<file path="src/rtl/lsz_decode_pkg.sv">
// rtl/lsz_decode_pkg.sv - shared widths and decoder state type for the LSZ decode path
package lsz_decode_pkg;

  localparam int INWD_DEF    = 8;
  localparam int LOGINWD_DEF = 3;

  typedef enum logic {
    TRACK = 1'b0,
    ERR   = 1'b1
  } lsz_state_e;

endpackage

</file>
<file path="src/rtl/lsz_decode_lsz.sv">
// rtl/lsz_decode_lsz.sv - index of the least significant zero bit of a count
module lsz_decode_lsz
  import lsz_decode_pkg::*;
#(
  parameter int INWD    = INWD_DEF,
  parameter int LOGINWD = LOGINWD_DEF
) (
  input  logic [INWD-1:0]    in,
  output logic [LOGINWD-1:0] lszidx
);

  // Scan MSB down so the lowest zero wins; an all-ones input yields 0 and is overridden by the caller.
  always_comb begin
    lszidx = '0;
    for (int i = INWD - 1; i >= 0; i--) begin
      if (!in[i]) lszidx = LOGINWD'(i);
    end
  end

endmodule

</file>
<file path="src/rtl/lsz_decode.sv">
// rtl/lsz_decode.sv - rebuilds Sobol step count and Gray state from a checked LSZ index stream
module lsz_decode
  import lsz_decode_pkg::*;
#(
  parameter int INWD    = INWD_DEF,
  parameter int LOGINWD = LOGINWD_DEF
) (
  input  logic               clk,
  input  logic               rst_n,
  input  logic               clr,
  input  logic               in_valid,
  output logic               in_ready,
  input  logic [LOGINWD-1:0] lszidx,
  output logic               out_valid,
  input  logic               out_ready,
  output logic [INWD-1:0]    cnt,
  output logic [INWD-1:0]    gray,
  output logic               err
);

  lsz_state_e          state_q, state_d;
  logic [INWD-1:0]     n_q, n_d;
  logic [INWD-1:0]     gray_r_q, gray_r_d;
  logic [INWD-1:0]     cnt_q, cnt_d;
  logic [INWD-1:0]     gray_o_q, gray_o_d;
  logic                out_valid_q, out_valid_d;
  logic                err_q, err_d;

  logic [LOGINWD-1:0]  lsz_raw;
  logic [LOGINWD-1:0]  expected;
  logic                accept;

  lsz_decode_lsz #(
    .INWD    (INWD),
    .LOGINWD (LOGINWD)
  ) u_lsz (
    .in     (n_q),
    .lszidx (lsz_raw)
  );

  // All-ones count has no zero bit; the wrap step toggles the MSB.
  assign expected = (&n_q) ? LOGINWD'(INWD - 1) : lsz_raw;

  assign in_ready = (state_q == TRACK) ? (!out_valid_q || out_ready) : 1'b1;
  assign accept   = in_valid && in_ready;

  always_ff @(posedge clk) begin
    if (!rst_n) begin
      state_q     <= TRACK;
      n_q         <= '0;
      gray_r_q    <= '0;
      cnt_q       <= '0;
      gray_o_q    <= '0;
      out_valid_q <= 1'b0;
      err_q       <= 1'b0;
    end else begin
      state_q     <= state_d;
      n_q         <= n_d;
      gray_r_q    <= gray_r_d;
      cnt_q       <= cnt_d;
      gray_o_q    <= gray_o_d;
      out_valid_q <= out_valid_d;
      err_q       <= err_d;
    end
  end

  always_comb begin
    state_d     = state_q;
    n_d         = n_q;
    gray_r_d    = gray_r_q;
    cnt_d       = cnt_q;
    gray_o_d    = gray_o_q;
    out_valid_d = out_valid_q;
    err_d       = err_q;

    if (out_valid_q && out_ready) out_valid_d = 1'b0;

    if (clr) begin
      state_d     = TRACK;
      n_d         = '0;
      gray_r_d    = '0;
      cnt_d       = '0;
      gray_o_d    = '0;
      out_valid_d = 1'b0;
      err_d       = 1'b0;
    end else begin
      unique case (state_q)
        TRACK: begin
          if (accept) begin
            if (lszidx == expected) begin
              n_d         = n_q + INWD'(1);
              gray_r_d    = gray_r_q ^ (INWD'(1) << lszidx);
              cnt_d       = n_d;
              gray_o_d    = gray_r_d;
              out_valid_d = 1'b1;
            end else begin
              state_d = ERR;
              err_d   = 1'b1;
            end
          end
        end
        ERR: begin
          // Inputs are drained and dropped until resync.
        end
        default: state_d = TRACK;
      endcase
    end
  end

  assign out_valid = out_valid_q;
  assign cnt       = cnt_q;
  assign gray      = gray_o_q;
  assign err       = err_q;

endmodule
</file>
<file path="config.mk">
export PLATFORM = sky130hd
export DESIGN_NAME = lsz_decode
export DESIGN_NICKNAME = d
export VERILOG_FILES = /design/src/rtl/lsz_decode_pkg.sv /design/src/rtl/lsz_decode_lsz.sv /design/src/rtl/lsz_decode.sv
export SDC_FILE = /design/constraint.sdc
export NUM_CORES = 1
export LEC_CHECK = 0
export CORE_ASPECT_RATIO = 0.6
export CORE_UTILIZATION = 45
export CTS_CLUSTER_DIAMETER = 50
export DETAILED_ROUTE_END_ITERATION = 6
export PLACE_DENSITY = 0.73
export SLEW_MARGIN = 20
export SYNTH_ARGS = -nofsm -noshare
export SYNTH_HDL_FRONTEND = slang
export SYNTH_SLANG_ARGS = --single-unit
</file>
<file path="constraint.sdc">
create_clock -name clk -period 3 [get_ports clk]
set_input_delay 0.6 -clock clk [delete_from_list [all_inputs] [get_ports clk]]
set_output_delay 0.6 -clock clk [all_outputs]
set_load 0.02 [all_outputs]
</file>
==> results of run 1 <==
stage by stage:
step	instances	setup WS (ps)	utilization	instance area, sq um
after CTS	186	277.4	0.6384	1423
after floorplan	134	622.2	-	1089
after global placement	182	161.9	0.6182	1378
final	186	350.2	0.6390	1424
after detailed placement	182	102.5	0.6182	1378
after global routing	186	108.3	0.6390	1424
sequential cells by signal (all words and copies together), names as in the netlist:
register	cells
cnt	8
gray	8
err	1
out_valid	1
state_q	1
synthesized netlist by cell type, types with 3 or more instances:
| master | instances | area (sq um) |
|---|---|---|
| nor2_1 | 4 | 15.01 |
| nand3b_1 | 4 | 30.03 |
| nand3_1 | 4 | 20.02 |
| o31ai_1 | 13 | 97.59 |
| dfxtp_1 | 19 | 380.4 |
| inv_1 | 3 | 11.26 |
| buf_2 | 4 | 20.02 |
| or3b_2 | 3 | 26.28 |
| nand2b_1 | 4 | 25.02 |
| a21oi_1 | 17 | 85.08 |
| nand4_1 | 3 | 18.77 |
| o21ai_1 | 3 | 15.01 |
| clkbuf_1 | 7 | 26.28 |
| nand2_1 | 8 | 30.03 |
| or4_1 | 13 | 97.59 |
final cells by class:
cell class,count,share of cell area
clock buffers,4,0.03163
inverters,3,0.007909
multi-input cells,99,0.4578
flip-flops and latches,19,0.2671
well taps,30,0.02636
repair buffers,31,0.2091
worst max-delay path by stage:
stage          startpoint      end  slack [ps]  cells after the start
2_1_floorplan      cnt[2]   cnt[6]         620                      8
3_3_place_gp    lszidx[1]  gray[2]         160                      5
3_5_place_dp    lszidx[1]  gray[3]         100                      5
4_1_cts            cnt[0]  gray[3]         280                      7
5_1_grt            cnt[0]  gray[2]         110                      7
6_report           cnt[0]  gray[7]         350                      7
cells by family after synthesis:
logic type | Yosys count
adders and majority gates | 1
AOI/OAI and AO/OA | 44
buffers and inverters | 16
and+or+nand+nor | 52
xor gates and xnor gates | 2
DFF | 19
routing by layer:
layer / share of wire / wire length (um) / up-vias
met1: 0.50 / 1322 / 521
met4: 0.012 / 32 / 0
met2: 0.45 / 1205 / 30
met3: 0.041 / 109 / 4
li1: - / - / 559
met5: 0 / 0 / -
power breakdown:
group          switching [uW]  internal, uW  leakage [uW]
Combinational            32.3          24.1      0.000248
Sequential               1.69           254      0.000153
Clock                    85.0          94.5     0.0000228
what timing repair did:
action | 4_1_cts | 5_1_grt
endpoints found under the setup margin | 0 | 1
gates resized for setup | 0 | 1
buffers inserted | 0 | 0
critical path, delay by kind of cell (launching register included):
kind / cells / cell delay (ps)
AO/OA/AOI/OAI: 3 / 950
adder cells (fa/ha/maj): 1 / 290
AND/OR/NAND/NOR: 3 / 850
flip-flops: 1 / 470
placed cells by master (no fill, tap or decap), drive strengths merged, types with 2 or more instances in the layout:
master         instances
or3                    2
or3b                   3
clkdlybuf4s50         26
a21oi                 17
clkbuf                 4
o31ai                 13
inv                    3
nand4                  3
nand2                  9
nor2b                  2
nand3                  4
nand2b                 4
o21ai                  3
buf                    5
or4                   13
nand3b                 4
dfxtp                 19
nor2                   4
==> results.sh, run 1 <==
export IMPL_status="finished clean"
export IMPL_slew_violations=0
export IMPL_synth_top_family_by_area="simple AND/OR/NAND/NOR gates"
export IMPL_path_cells="ha_1 > nand3_1 > nor2_1 > a22oi_1 > a2111o_2 > or4_1 > a21oi_1"
export IMPL_ys_ff_latch=19
export IMPL_tns_ps=0
export IMPL_reg2reg_to="gray[7]"
export IMPL_p_leak_uw=0.0004241
export IMPL_wire_per_inst_um=14.35
export IMPL_vdd_drop_max_mv=0.2499
export IMPL_grt_busiest_layer="met2"
export IMPL_first_iter_violations=47
export IMPL_grt_pass1_vias=924
export IMPL_hold_violations=0
export IMPL_critPathMaxStageDelay_ps=630
export IMPL_r2r_cells=7
export IMPL_first_pass_iters=4
export IMPL_core_area_sq_mm=0.002228
export IMPL_crit_path_end_kind="flop"
export IMPL_drv_cap=0
export IMPL_numCtsBuffers=3
export IMPL_required_ps=3170
export IMPL_fillers=168
export IMPL_setup_viol_count_final=0
export IMPL_synth_seq_area_share=0.3494
export IMPL_power_total_uw=491.6
export IMPL_hpwlAfterDp_um=1876
export IMPL_port_buffers=26
export IMPL_worstMarginPinSlew_ps=674.6
export IMPL_critPathArrivalTime_ps=2820
export IMPL_synth_cell_area_sq_mm=0.001089
export IMPL_whs_path_depth=2
export IMPL_relSlewSlack=0.5503
export IMPL_clock_path_buffers=2
export IMPL_register_area_sq_um=380.4
export IMPL_critPathMaxFanout=27
export IMPL_multi_input_area_sq_um=651.9
export IMPL_drc=0
export IMPL_chipHeight_um=40.10
export IMPL_tritoncts="done"
export IMPL_ant_nets=0
export IMPL_syn2layout_area_growth_pct=30.81
export IMPL_synth_area_per_cell_sq_um=8.123
export IMPL_hold_end="err"
export IMPL_cp_start_kind="flop"
export IMPL_h_tree_depth=1
export IMPL_async_reset_ff_frac=0
export IMPL_cts_sink_count=19
export IMPL_drive_above_1_share=0.08974
export IMPL_die_w_um=65.50
export IMPL_drt_wl_total_um=2669
export IMPL_rows=13
export IMPL_finClkSkew_ps=1.044
export IMPL_antenna_found_initial=0
export IMPL_vias=1114
export IMPL_clkLatencyLatePin_ps=250
export IMPL_grt_pass1_wl_um=4257
export IMPL_synth_cell_types=37
export IMPL_synth_compound_gate_area_share=0.2678
export IMPL_power_density_mw_per_mm2=345.3
export IMPL_vias_per_cell=5.989
export IMPL_slowest_stage="a2111o_2"
export IMPL_grt_remaining_overflow=0
export IMPL_r2r_start="cnt[0]"
export IMPL_syn_nets=143
export IMPL_critPathKind="flop to flop"
export IMPL_yosysWarnings=0
export IMPL_synth_edf_count=0
export IMPL_grt_total_usage=0.2268
export IMPL_fmax_mhz=377.4
export IMPL_die_area_sq_mm=0.002626
export IMPL_hold_slack_ps=453.1
export IMPL_antenna_cells=0
export IMPL_r2r_slack_ps=350
export IMPL_use_met1=0.2920
export IMPL_yosys_area_share_adder=0.01149
export IMPL_met2_usage=0.3686
export IMPL_synth_main_ff_cell="dfxtp_1"
export IMPL_muxShareOfSynthArea=0
export IMPL_initial_utilization=0.4885
export IMPL_synthCells=134
export IMPL_grt_max_degree=28
export IMPL_cts_hold_buffers=0
export IMPL_rsz0062_at_grt="no"
export IMPL_period_share=0.8833
export IMPL_hold_path_startpoint="err"
export IMPL_grt_util_met3=0.06818
export IMPL_cts_root_buf="clkbuf_8"
export IMPL_fin_crit_ps=2650
export IMPL_synth_xor_area_frac=0.01609
export IMPL_path_clk_slew_ps=70
export IMPL_synth_simple_area_share=0.2954
export IMPL_hold_path_class="flop to flop"
export IMPL_gp_congestion=0.8023
export IMPL_nets=166
export IMPL_ios=27
(Power assumes the default switching activity.)
==> inputs of run 2 (changes only) <==
Settings changed: CORE_ASPECT_RATIO 0.6 to unset, RECOVER_POWER set to 100.
==> run 2 against run 1 <==
Compared with the run above: highest routed layer unchanged; critical endpoint is now in_ready; critical path type is now input port to output pin; register-to-register slack better by 50 ps; wire length down 3.7%; count of clock-buffer cells in the layout down 1; critical path depth down 4; total power down 9.7%; combinational power down 2%; utilization down 1.9 points; cell area down 1.8%; sequential power about the same; non-clock buffer count down 1.
==> results.sh, run 2 (synthesis gave the netlist of run 1 again) <==
export IMPL_status="finished clean"
export IMPL_clkLatencyLatePin_ps=300
export IMPL_ant_nets=0
export IMPL_vias=1113
export IMPL_first_pass_iters=4
export IMPL_grt_max_degree=25
export IMPL_numCtsBuffers=3
export IMPL_drv_cap=0
export IMPL_critPathKind="input port to output pin"
export IMPL_hpwlAfterDp_um=1796
export IMPL_placed_cells=179
export IMPL_hold_violations=0
export IMPL_slew_violations=0
export IMPL_fin_crit_ps=2722
export IMPL_gp_congestion=0.9112
export IMPL_antenna_found_initial=0
export IMPL_setup_viol_count_final=0
export IMPL_r2r_slack_ps=400
export IMPL_grt_total_usage=0.2226
export IMPL_rows=17
export IMPL_nets=165
export IMPL_path_clk_slew_ps=110
export IMPL_vdd_drop_max_mv=0.2571
export IMPL_cts_root_buf="clkbuf_4"
export IMPL_die_w_um=51.19
export IMPL_critPathMaxFanout=2
export IMPL_worstMarginPinSlew_ps=932.0
export IMPL_power_total_uw=443.9
export IMPL_fmax_mhz=367.4
export IMPL_power_density_mw_per_mm2=317.6
export IMPL_hold_path_class="flop to flop"
export IMPL_cts_sink_count=19
export IMPL_startpoint="out_ready"
export IMPL_first_iter_violations=22
export IMPL_initial_utilization=0.4828
export IMPL_drive_above_1_share=0.07742
export IMPL_reg2reg_to="gray[5]"
export IMPL_wire_per_inst_um=14.05
export IMPL_die_area_sq_mm=0.002620
export IMPL_post_cts_resized_instances=0
export IMPL_cp_start_kind="input port"
export IMPL_port_buffers=26
export IMPL_tritoncts="done"
export IMPL_rsz0062_at_grt="no"
export IMPL_h_tree_depth=1
export IMPL_post_cts_buffers=0
export IMPL_mostFrequentLayoutCells="19 x dfxtp_1, 19 x dlygate4sd3_1, 17 x a21oi_1, 13 x o31ai_1, 13 x or4_1"
export IMPL_antenna_cells=0
export IMPL_p_leak_uw=0.0004713
export IMPL_finClkSkew_ps=2.261
export IMPL_cp_endpoint="in_ready"
export IMPL_critPathArrivalTime_ps=2120
export IMPL_fin_cells=183
export IMPL_tns_ps=0
export IMPL_grt_pass1_vias=1028
export IMPL_drt_wl_total_um=2571
export IMPL_vias_per_cell=6.082
export IMPL_required_ps=2400
export IMPL_drc=0
export IMPL_clock_path_buffers=2
export IMPL_r2r_cells=8
export IMPL_syn2layout_area_growth_pct=28.39
export IMPL_grt_pass1_wl_um=4457
export IMPL_grt_remaining_overflow=0
export IMPL_core_area_sq_mm=0.002255
export IMPL_crit_path_end_kind="output pin"
export IMPL_r2r_start="cnt[0]"
export IMPL_period_share=0.9072
export IMPL_cts_hold_buffers=0
export IMPL_ios=27
export IMPL_chipHeight_um=51.19
export IMPL_relSlewSlack=0.3742
export IMPL_whs_path_depth=2
run 2: cell types whose count changed in the layout (fill, tap and decap cells not counted), sizes merged:
cell           delta
clkinv            +1
dlygate4sd3      +19
buf               -2
clkdlybuf4s50    -19
run 2: final cells by class:
type                       instances  area, sq um
sequential                        19        380.4
clock inverter                     1        5.005
multi-input combinational         99        643.1
clock buffer                       3        22.52
timing repair buffer              30        300.3
tap                               28        35.03
fill                             220        857.1
inverter                           3        11.26
run 2: worst min-delay path by stage:
stage | endpoint | from | slack (ps)
floorplan | state_q | state_q | 450
global placement | err | err | 440
detailed placement | err | err | 440
CTS | err | err | 460
global route | err | err | 470
finish | err | err | 450
run 2: worst max-delay path, cell delays in order:
cell and delay (ps):
clkdlybuf4s50_1 410, or3b_2 450, dlygate4sd3_1 660
run 2: stage by stage:
stage / worst slack [ps] / utilization / cell area (sq um) / hold WS [ps]
3_5_place_dp: 298.1 / 0.6121 / 1380 / 440.4
3_3_place_gp: 352.5 / 0.6121 / 1380 / 435.6
6_report: 278.4 / 0.6199 / 1398 / 452.6
5_1_grt: 130.7 / 0.6199 / 1398 / 465.8
2_1_floorplan: 622.2 / - / 1089 / 446.9
4_1_cts: 382.0 / 0.6243 / 1408 / 457.0
run 2: where the power goes:
group / internal [uW] / switching [uW] / leakage, uW / total [uW]
sequential: 254 / 1.63 / 0.000153 / 256
combinational: 23.5 / 31.6 / 0.000300 / 55.0
clock: 49.7 / 83.5 / 0.0000177 / 133
run 2: metal layers:
layer | global-route usage | routed length [um] | vias up
met5 | 0 | 0 | -
met4 | 0.1157 | 26 | 0
met3 | 0.02679 | 66 | 4
met2 | 0.3443 | 1193 | 22
met1 | 0.3005 | 1285 | 526
li1 | - | - | 561
==> inputs of run 3 (changes only) <==
Settings changed: CORE_UTILIZATION 45 to 40, PLACE_DENSITY 0.73 to 0.66.
==> run 3 against run 2 <==
Compared with the run above: register-to-register slack improved by 130 ps; largest cell class unchanged; total power fell by 1.9%; critical path type unchanged; sequential power barely moved.
==> results.sh, run 3 (synthesis gave the netlist of run 1 again) <==
export IMPL_dpl_instance_area_sq_mm=0.001370
export IMPL_antenna_cells=0
export IMPL_required_ps=2400
export IMPL_wire_per_inst_um=13.54
export IMPL_status="finished clean"
export IMPL_clkLatencyLatePin_ps=290
export IMPL_chipHeight_um=54.17
export IMPL_worstMarginPinSlew_ps=668.3
export IMPL_die_area_sq_mm=0.002934
export IMPL_clock_path_buffers=2
export IMPL_critPathMaxFanout=2
export IMPL_fin_crit_ps=2737
export IMPL_first_pass_iters=4
export IMPL_vias_per_cell=5.854
export IMPL_port_buffers=26
export IMPL_cp_endpoint="in_ready"
export IMPL_fillers=254
export IMPL_power_density_mw_per_mm2=313.7
export IMPL_gp_congestion=0.7829
export IMPL_antenna_found_initial=0
export IMPL_ant_nets=0
export IMPL_mostFrequentLayoutCells="19 x dfxtp_1, 19 x dlygate4sd3_1, 17 x a21oi_1, 13 x o31ai_1, 13 x or4_1"
export IMPL_hpwlAfterDp_um=1756
export IMPL_path_clk_slew_ps=110
export IMPL_slew_violations=0
export IMPL_initial_utilization=0.4315
export IMPL_crit_path_end_kind="output pin"
export IMPL_h_tree_depth=1
export IMPL_core_area_sq_mm=0.002522
export IMPL_vdd_drop_max_mv=0.3599
export IMPL_fmax_mhz=365.3
export IMPL_r2r_slack_ps=530
export IMPL_rows=18
export IMPL_numCtsBuffers=3
export IMPL_cts_hold_buffers=0
export IMPL_syn2layout_area_growth_pct=27.59
export IMPL_grt_total_usage=0.1901
export IMPL_hold_path_class="flop to flop"
export IMPL_hold_violations=0
export IMPL_first_iter_violations=24
export IMPL_startpoint="out_ready"
export IMPL_setup_viol_count_final=0
export IMPL_reg2reg_to="gray[2]"
export IMPL_relSlewSlack=0.5512
export IMPL_final_cell_area_sq_mm=0.001389
export IMPL_die_w_um=54.17
export IMPL_drc=0
export IMPL_r2r_start="cnt[0]"
export IMPL_grt_remaining_overflow=0
export IMPL_grt_pass1_vias=930
export IMPL_p_leak_uw=0.0004650
export IMPL_ios=27
export IMPL_post_cts_buffers=0
export IMPL_vias=1083
export IMPL_post_cts_resized_instances=0
export IMPL_nets=165
export IMPL_grt_max_degree=31
export IMPL_drt_wl_total_um=2504
export IMPL_cts_root_buf="clkbuf_4"
export IMPL_cts_sink_count=19
export IMPL_period_share=0.9124
export IMPL_drive_above_1_share=0.07097
export IMPL_drv_cap=0
export IMPL_critPathKind="input port to output pin"
export IMPL_tns_ps=0
export IMPL_rsz0062_at_grt="no"
export IMPL_tritoncts="done"
export IMPL_finClkSkew_ps=8.700
export IMPL_grt_pass1_wl_um=4036
export IMPL_cp_start_kind="input port"
export IMPL_critPathArrivalTime_ps=2140
export IMPL_r2r_cells=8
==> run 3: worst max-delay path, stage by stage <==
cell	delay [ps]
clkdlybuf4s50_1	410
or3b_2	460
dlygate4sd3_1	660
==> run 3: cell type report <==
class                   count  area (sq um)  share of cell area
repair buffers             30         290.3              0.2090
clock buffers               4         26.28             0.01892
well taps                  30         37.54             0.02703
multi-input cells          99         643.1              0.4631
inverters                   3         11.26            0.008108
flip-flops and latches     19         380.4              0.2739
==> run 3: worst min path at each step <==
stage	from	end	slack (ps)	cells after the start
2_1_floorplan	state_q	state_q	450	2
3_3_place_gp	err	err	440	2
3_5_place_dp	err	err	450	2
4_1_cts	err	err	470	2
5_1_grt	err	err	480	2
6_report	err	err	470	2
==> run 3: report_power, final <==
part / internal (uW) / switching [uW] / leakage, uW
clock network: 51.7 / 75.6 / 0.0000150
logic: 21.9 / 30.8 / 0.000297
registers: 254 / 1.59 / 0.000153
==> run 3: layer usage <==
metal,up-vias,global-route usage,share of wire
met5,-,0,0
met4,0,0.05128,0.0080
met2,16,0.2947,0.47
li1,552,-,-
met3,2,0.06215,0.027
met1,513,0.2496,0.49
==> run 3: metrics by stage <==
step | power (uW) | setup slack (ps) | utilization | hold WS, ps | instances
final | 435.7 | 262.8 | 0.5506 | 468.0 | 185
after global routing | 456.9 | 216.0 | 0.5506 | 483.3 | 185
after CTS | 443.7 | 371.1 | 0.5536 | 467.6 | 185
after detailed placement | 315.4 | 294.0 | 0.5432 | 449.1 | 181
after global placement | 314.8 | 345.2 | 0.5432 | 436.2 | 181
after floorplan | 294.4 | 622.2 | - | 446.9 | 134
